$ cat config.mk
export PLATFORM = sky130hd
export DESIGN_NAME = ball_trail_flat
export DESIGN_NICKNAME = d
export VERILOG_FILES = /design/src/rtl/ball_trail_if.sv /design/src/rtl/ball_trail.sv /design/src/flat_wrapper.sv
export SDC_FILE = /design/constraint.sdc
export NUM_CORES = 1
export LEC_CHECK = 0
export BUFFER_PORTS_ARGS = -buffer_cell sky130_fd_sc_hd__buf_2
export CORE_MARGIN = 5
export CORE_UTILIZATION = 45
export DETAILED_ROUTE_END_ITERATION = 7
export RECOVER_POWER = 50
export REMOVE_ABC_BUFFERS = 1
export SETUP_SLACK_MARGIN = 0.5
export SYNTH_ARGS = -nofsm -noshare
export SYNTH_HDL_FRONTEND = slang
export SYNTH_SLANG_ARGS = --single-unit
$ cat constraint.sdc
create_clock -name Clk -period 13.8 [get_ports Clk]
set_clock_uncertainty 0.1 [all_clocks]
set_input_delay 2.07 -clock Clk [delete_from_list [all_inputs] [get_ports Clk]]
set_output_delay 2.07 -clock Clk [all_outputs]
set_load 0.01 [all_outputs]
$ cat src/rtl/ball_trail_if.sv
`default_nettype none
// ============================================================================
// Module      : ball_trail_if
// Description : Bundles the per-pixel and per-frame signals exchanged between
//               the ball motion stage, the trail history block and the colour
//               mapper.
//               master : frame_tick, clear, BallX/BallY/BallS, DrawX/DrawY out;
//                        is_ball, is_trail, trail_age, count in
//               slave  : the reverse direction (used by ball_trail)
// Revision    : 1.0 - initial release
// ============================================================================
interface ball_trail_if;
  logic       frame_tick;  // one pulse per frame
  logic       clear;       // synchronous history flush
  logic [9:0] BallX;       // ball centre X
  logic [9:0] BallY;       // ball centre Y
  logic [9:0] BallS;       // ball half-size
  logic [9:0] DrawX;       // scan pixel X
  logic [9:0] DrawY;       // scan pixel Y
  logic       is_ball;     // pixel inside ball square
  logic       is_trail;    // pixel inside a valid trail square
  logic [3:0] trail_age;   // age of youngest hitting entry
  logic [4:0] count;       // number of valid history entries

  modport master (
    output frame_tick, clear, BallX, BallY, BallS, DrawX, DrawY,
    input  is_ball, is_trail, trail_age, count
  );

  modport slave (
    input  frame_tick, clear, BallX, BallY, BallS, DrawX, DrawY,
    output is_ball, is_trail, trail_age, count
  );
endinterface
`default_nettype wire

$ cat src/rtl/ball_trail.sv
`default_nettype none
// ============================================================================
// Module      : ball_trail
// Description : Records the ball centre into a circular history buffer once
//               every SAMPLE_DIV frames (skipping samples where the ball has
//               not moved) and, for every scanned pixel, reports whether the
//               pixel is on the ball square or on any valid trail square.
//               Results are registered one clock after DrawX/DrawY.
// Ports       : Clk    - pixel/system clock
//               Reset  - asynchronous reset, active-high
//               bus    - ball_trail_if.slave: frame_tick, clear, BallX,
//                        BallY, BallS, DrawX, DrawY in; is_ball, is_trail,
//                        trail_age, count out
// Parameters  : DEPTH      history entries (2..16)
//               TRAIL_SIZE half-width of each trail square in pixels
//               SAMPLE_DIV frames per sample attempt (>=1)
// Revision    : 1.0 - initial release
// ============================================================================
module ball_trail #(
  parameter int DEPTH      = 8,
  parameter int TRAIL_SIZE = 2,
  parameter int SAMPLE_DIV = 2
) (
  input wire         Clk,
  input wire         Reset,
  ball_trail_if.slave bus
);

  localparam int PTR_W = (DEPTH > 1) ? $clog2(DEPTH) : 1;
  localparam int DIV_W = (SAMPLE_DIV > 1) ? $clog2(SAMPLE_DIV) : 1;

  localparam logic [PTR_W-1:0]   LAST_PTR   = PTR_W'(DEPTH - 1);
  localparam logic [DIV_W-1:0]   LAST_DIV   = DIV_W'(SAMPLE_DIV - 1);
  localparam logic [4:0]         FULL_COUNT = 5'(DEPTH);
  localparam logic signed [10:0] TRAIL_LIM  = 11'(TRAIL_SIZE);

  // --------------------------------------------------------------------------
  // State
  // --------------------------------------------------------------------------
  logic [PTR_W-1:0] r_wr_ptr;
  logic [DIV_W-1:0] r_div_cnt;
  logic [4:0]       r_count;
  logic [9:0]       r_buf_x [DEPTH];
  logic [9:0]       r_buf_y [DEPTH];

  logic             r_is_ball;
  logic             r_is_trail;
  logic [3:0]       r_trail_age;

  // --------------------------------------------------------------------------
  // Sampling / push decision
  // --------------------------------------------------------------------------
  logic [PTR_W-1:0] w_newest_ptr;
  logic             w_sample;
  logic             w_moved;
  logic             w_push;

  // Newest entry sits just behind the write pointer, wrapping at DEPTH-1.
  assign w_newest_ptr = (r_wr_ptr == '0) ? LAST_PTR : (r_wr_ptr - PTR_W'(1));

  // clear wins over a simultaneous frame_tick: the tick is simply dropped.
  assign w_sample = bus.frame_tick && !bus.clear && (r_div_cnt == LAST_DIV);

  assign w_moved  = (bus.BallX != r_buf_x[w_newest_ptr]) ||
                    (bus.BallY != r_buf_y[w_newest_ptr]);

  // With an empty history the newest slot holds stale data, so always push.
  assign w_push   = w_sample && ((r_count == 5'd0) || w_moved);

  // --------------------------------------------------------------------------
  // Control registers: divider, write pointer, occupancy
  // --------------------------------------------------------------------------
  always_ff @(posedge Clk or posedge Reset) begin
    if (Reset) begin
      r_wr_ptr  <= '0;
      r_div_cnt <= '0;
      r_count   <= 5'd0;
    end else if (bus.clear) begin
      r_wr_ptr  <= '0;
      r_div_cnt <= '0;
      r_count   <= 5'd0;
    end else begin
      if (bus.frame_tick) begin
        r_div_cnt <= (r_div_cnt == LAST_DIV) ? '0 : (r_div_cnt + DIV_W'(1));
      end
      if (w_push) begin
        r_wr_ptr <= (r_wr_ptr == LAST_PTR) ? '0 : (r_wr_ptr + PTR_W'(1));
        if (r_count != FULL_COUNT) begin
          r_count <= r_count + 5'd1;
        end
      end
    end
  end

  // History storage carries no reset; validity is tracked by r_count alone.
  always_ff @(posedge Clk) begin
    if (w_push) begin
      r_buf_x[r_wr_ptr] <= bus.BallX;
      r_buf_y[r_wr_ptr] <= bus.BallY;
    end
  end

  // --------------------------------------------------------------------------
  // Ball hit test
  // Differences are taken in signed 11 bits so pixels near 0 and 1023 never
  // alias onto each other.
  // --------------------------------------------------------------------------
  logic signed [10:0] w_ball_dx;
  logic signed [10:0] w_ball_dy;
  logic signed [10:0] w_ball_lim;
  logic               w_hit_ball;

  assign w_ball_dx  = $signed({1'b0, bus.DrawX}) - $signed({1'b0, bus.BallX});
  assign w_ball_dy  = $signed({1'b0, bus.DrawY}) - $signed({1'b0, bus.BallY});
  assign w_ball_lim = $signed({1'b0, bus.BallS});

  assign w_hit_ball = (w_ball_dx <= w_ball_lim) && (w_ball_dx >= -w_ball_lim) &&
                      (w_ball_dy <= w_ball_lim) && (w_ball_dy >= -w_ball_lim);

  // --------------------------------------------------------------------------
  // Trail hit test, one comparator pair per history entry
  // --------------------------------------------------------------------------
  logic [4:0]       w_age [DEPTH];
  logic [DEPTH-1:0] w_hit;

  generate
    for (genvar gi = 0; gi < DEPTH; gi++) begin : g_entry
      logic [5:0]         w_age_raw;
      logic signed [10:0] w_dx;
      logic signed [10:0] w_dy;

      // age = (wr_ptr - 1 - i) mod DEPTH, computed without a divider:
      // the raw sum lies in [0, 2*DEPTH-2], so one conditional subtract wraps it.
      assign w_age_raw = 6'(r_wr_ptr) + 6'(DEPTH - 1 - gi);
      assign w_age[gi] = (w_age_raw >= 6'(DEPTH)) ? 5'(w_age_raw - 6'(DEPTH))
                                                   : 5'(w_age_raw);

      assign w_dx = $signed({1'b0, bus.DrawX}) - $signed({1'b0, r_buf_x[gi]});
      assign w_dy = $signed({1'b0, bus.DrawY}) - $signed({1'b0, r_buf_y[gi]});

      assign w_hit[gi] = (w_age[gi] < r_count) &&
                         (w_dx <= TRAIL_LIM) && (w_dx >= -TRAIL_LIM) &&
                         (w_dy <= TRAIL_LIM) && (w_dy >= -TRAIL_LIM);
    end
  endgenerate

  // Youngest hitting entry; ages are distinct so a strict minimum suffices.
  logic       w_any_hit;
  logic [4:0] w_min_age;

  always_comb begin
    w_any_hit = |w_hit;
    w_min_age = 5'(DEPTH);
    for (int i = 0; i < DEPTH; i++) begin
      if (w_hit[i] && (w_age[i] < w_min_age)) begin
        w_min_age = w_age[i];
      end
    end
  end

  // --------------------------------------------------------------------------
  // Registered outputs
  // --------------------------------------------------------------------------
  always_ff @(posedge Clk or posedge Reset) begin
    if (Reset) begin
      r_is_ball   <= 1'b0;
      r_is_trail  <= 1'b0;
      r_trail_age <= 4'd0;
    end else begin
      r_is_ball   <= w_hit_ball;
      r_is_trail  <= w_any_hit;
      r_trail_age <= w_any_hit ? w_min_age[3:0] : 4'd0;
    end
  end

  assign bus.is_ball   = r_is_ball;
  assign bus.is_trail  = r_is_trail;
  assign bus.trail_age = r_trail_age;
  assign bus.count     = r_count;

endmodule
`default_nettype wire
$ cat src/flat_wrapper.sv
// flat-port wrapper written by rule: the top's interface ports become plain ports
module ball_trail_flat 
#(
  parameter int DEPTH      = 8,
  parameter int TRAIL_SIZE = 2,
  parameter int SAMPLE_DIV = 2
)
  (Clk, Reset, bus_frame_tick, bus_clear, bus_BallX, bus_BallY, bus_BallS, bus_DrawX, bus_DrawY, bus_is_ball, bus_is_trail, bus_trail_age, bus_count);
  ball_trail_if bus_i ();
  input wire Clk;
  input wire Reset;
  input wire logic [$bits(bus_i.frame_tick)-1:0] bus_frame_tick;
  input wire logic [$bits(bus_i.clear)-1:0] bus_clear;
  input wire logic [$bits(bus_i.BallX)-1:0] bus_BallX;
  input wire logic [$bits(bus_i.BallY)-1:0] bus_BallY;
  input wire logic [$bits(bus_i.BallS)-1:0] bus_BallS;
  input wire logic [$bits(bus_i.DrawX)-1:0] bus_DrawX;
  input wire logic [$bits(bus_i.DrawY)-1:0] bus_DrawY;
  output wire logic [$bits(bus_i.is_ball)-1:0] bus_is_ball;
  output wire logic [$bits(bus_i.is_trail)-1:0] bus_is_trail;
  output wire logic [$bits(bus_i.trail_age)-1:0] bus_trail_age;
  output wire logic [$bits(bus_i.count)-1:0] bus_count;
  assign bus_i.frame_tick = bus_frame_tick;
  assign bus_i.clear = bus_clear;
  assign bus_i.BallX = bus_BallX;
  assign bus_i.BallY = bus_BallY;
  assign bus_i.BallS = bus_BallS;
  assign bus_i.DrawX = bus_DrawX;
  assign bus_i.DrawY = bus_DrawY;
  assign bus_is_ball = bus_i.is_ball;
  assign bus_is_trail = bus_i.is_trail;
  assign bus_trail_age = bus_i.trail_age;
  assign bus_count = bus_i.count;
  ball_trail #(.DEPTH(DEPTH), .TRAIL_SIZE(TRAIL_SIZE), .SAMPLE_DIV(SAMPLE_DIV)) u_core (.Clk(Clk), .Reset(Reset), .bus(bus_i));
endmodule
==> impl_metrics.py <==
metrics = {
    "synthesis": {
        "synth_top_flop_cell": "edfxtp_1",
        "yosysUniqueCellTypes": 112,
        "yosys.area.top_type": "edfxtp_1",
        "ys_seq_area_share_pct": 27.6,
        "synth_top_area_share_pct": 25.6,
        "ys_ff_latch": 175,
        "syn_area_um2": 18800,
        "synth.avg_cell_area_um2": 9.21,
        "synthCells": 2041,
        "synthArstFlopShare_pct": 8.57,
        "synthTopCellsByArea": "edfxtp_1, ha_1, inv_1, xnor2_1, a21oi_1",
        "synth_warnings": 0,
        "synth_edf_count": 160,
    },
    "grt": {
        "antenna_found_initial": 2,
        "groute.usage.overall_pct": 24.7,
        "grt_pass1_wl_um": 90400,
        "grt_max_degree": 61,
        "overflow": 0,
        "grt_pass1_vias": 15800,
    },
    "pwr": {
        "p_leak_nw": 9.07,
        "p_seq_share_pct": 39.9,
        "swShare_pct": 33.2,
        "peakVddDrop_v": 0.0000886,
        "p_int_uw": 980,
        "p_sw_uw": 488,
        "powerDensity_nw_per_um2": 71.2,
        "pwr-share-comb_pct": 26.8,
        "pwr-share-clk_pct": 33.3,
    },
    "setup_path": {
        "worstPathArrival_ps": 12930,
        "cp_slowest_cell": "or4b_4",
        "worstReg2RegStart": "u_core.r_wr_ptr[1]$_DFFE_PP0P_",
        "critPathRequiredTime_ps": 14020,
        "reg2reg_depth": 51,
        "worstPathMaxFanout": 8,
        "critical_path_class": "input pin to flip-flop",
        "cp-end-kind": "flip-flop",
        "cp_common_cell": "ha_1",
        "max_stage_delay_ps": 550,
        "startpoint": "bus_DrawX[0]",
        "cp-start-kind": "input pin",
    },
    "clocking": {
        "clk_latency_ps": 470,
        "clk_pin_slew_ps": 80,
        "cts_sinks": 175,
        "tritoncts": "yes",
        "htree_levels": 4,
        "numCtsBuffers": 17,
        "clock_path_buffers": 2,
        "root_buffer": "clkbuf_16",
    },
    "sta": {
        "setup_violations": 0,
        "tns_ps": 0,
        "hold_viol_final": 0,
        "rsz0062_at_grt": "no",
        "tightest_slew_ps": 1230,
        "maxSlewHeadroom_pct": 17.6,
        "period_minus_slack_ps": 12710,
        "period_share_pct": 92.1,
        "hold_ws_ps": 458,
        "maxClockFrequency_ghz": 0.0787,
        "maxSlewViolCount": 0,
    },
    "die": {
        "placementRows": 74,
        "core_um2": 41100,
        "floorplan.initialDensity_pct": 45.7,
        "die_w_um": 214,
        "io_pins": 65,
        "die-area_um2": 46000,
        "chipHeight_um": 214,
    },
    "detailed_routing": {
        "postRouteAntennaNets": 0,
        "drcViolationCount": 0,
        "routedWlPerCell_um": 21.5,
        "vias": 16100,
        "drt-initial-drc-count": 1208,
        "drt-vias-per-instance": 5.99,
        "wirelength_um": 57900,
        "first_pass_iters": 7,
    },
    "final_layout": {
        "layout-drive-gt1-share_pct": 9.88,
        "syn_to_final_growth_pct": 9.71,
        "nNetsFinal": 2487,
        "layout.cells.non_filler": 2689,
        "final_util_pct": 50.2,
    },
    "status": {
        "outcome": "finished clean",
    },
    "placed_design": {
        "io_buffers": 64,
        "dp_hpwl_um": 45200,
        "gp_congestion": 0.910,
        "place_inst": 2646,
    },
    "min_path": {
        "min_from": "u_core.r_div_cnt$_DFFE_PP0P_",
        "hold_depth": 2,
        "hp-class": "flip-flop to flip-flop",
    },
    "job": {
        "maxCapViolations": 0,
    },
}
==> kinds of logic after synthesis <==
logic type / synth area share [%]
simple gates: 14.0
fa+ha+maj: 20.1
other cells: 0.0399
compound gates: 20.2
xor+xnor: 7.17
flops: 27.6
buf+inv: 7.18
mux: 3.75
==> critical path, delay by kind of cell <==
family                   cells  cell delay, ps
AO/OA/AOI/OAI               26            4640
XOR/XNOR                     1             150
adder cells (fa/ha/maj)      8            2320
buffers and inverters        4             300
multiplexers                 5            1490
AND/OR/NAND/NOR              9            1970
==> through the flow <==
stage | total power [mW] | area (um^2) | worst slack (ps)
CTS | 1.47 | 20500 | 593
floorplan | 0.865 | 18600 | 699
detailed placement | 0.983 | 19900 | 21.5
global placement | 0.977 | 19900 | 257
global route | 1.55 | 20600 | 481
finish | 1.47 | 20600 | 1090
==> state kept, by name, summed over array words and instances (netlist names) <==
signal	cells
u_core.r_buf_y	80
u_core.r_wr_ptr	3
u_core.r_buf_x	80
u_core.bus.is_ball	1
u_core.bus.is_trail	1
u_core.r_div_cnt	1
u_core.bus.count	5
u_core.bus.trail_age	4
==> placed cells by master (no fill, tap or decap), drive strengths merged, types with 47 or more instances in the layout <==
master / netlist / final
a21o: 55 / 55
a21oi: 173 / 173
a221oi: 47 / 47
buf: 14 / 91
edfxtp: 160 / 160
ha: 272 / 272
inv: 306 / 313
nand2: 83 / 83
nor2: 88 / 88
nor3: 65 / 65
o21ai: 82 / 82
xnor2: 104 / 104
xor2: 50 / 50
==> what timing repair did <==
item	in CTS	in global routing
endpoints found under the setup margin	1	3
setup buffers	0	10
resized for setup	1	14
pin swaps	0	15
hold buffers	0	0
==> path summary, 6_finish.rpt <==
| path | end | slack (ps) |
|---|---|---|
| max in group asynchronous | u_core.bus.count[0]$_DFFE_PP0P_ | 11430 |
| min in group asynchronous | u_core.bus.is_ball$_DFF_PP0_ | 1640 |
| min | u_core.r_div_cnt$_DFFE_PP0P_ | 460 |
| min reg2reg | u_core.r_div_cnt$_DFFE_PP0P_ | 460 |
| max reg2reg | u_core.bus.trail_age[1]$_DFF_PP0_ | 1720 |
| max | u_core.bus.trail_age[1]$_DFF_PP0_ | 1090 |
==> layer usage <==
metal	global-route usage [%]	part of all wire, %
met5	0	0.012
met4	6.76	2.3
met3	2.96	5.7
met2	39.7	45
met1	35.4	47
==> layout make-up <==
type / instances / area, um^2
fillers: 3894 / 20500
multi-input cells: 1526 / 12400
flip-flops and latches: 175 / 5180
inverters: 307 / 1150
repair buffers: 116 / 679
well taps: 532 / 666
clock buffers: 18 / 429
clock inverters: 14 / 146
diodes: 1 / 2.50
==> synth_stat cells, drive strengths merged (20+ instances only) <==
master  instances
xnor2         104
nor2b          34
mux4           20
edfxtp        160
nand2          83
clkbuf         23
xor2           50
o21ai          82
nor2           88
ha            272
o21bai         38
a221oi         47
nand2b         25
nand4          31
nor3           65
a21oi         173
inv           306
nand3          45
a21o           55
==> power by group through the flow <==
| stage | Sequential (mW) | Combinational [mW] | Clock, mW |
|---|---|---|---|
| 5_1_grt | 0.586 | 0.439 | 0.523 |
| 2_1_floorplan | 0.598 | 0.267 | 0 |
| 3_5_place_dp | 0.597 | 0.386 | 0 |
| 6_report | 0.586 | 0.393 | 0.489 |
| 4_1_cts | 0.585 | 0.389 | 0.497 |
| 3_3_place_gp | 0.597 | 0.380 | 0 |
Power figures use the tool's default switching activity.
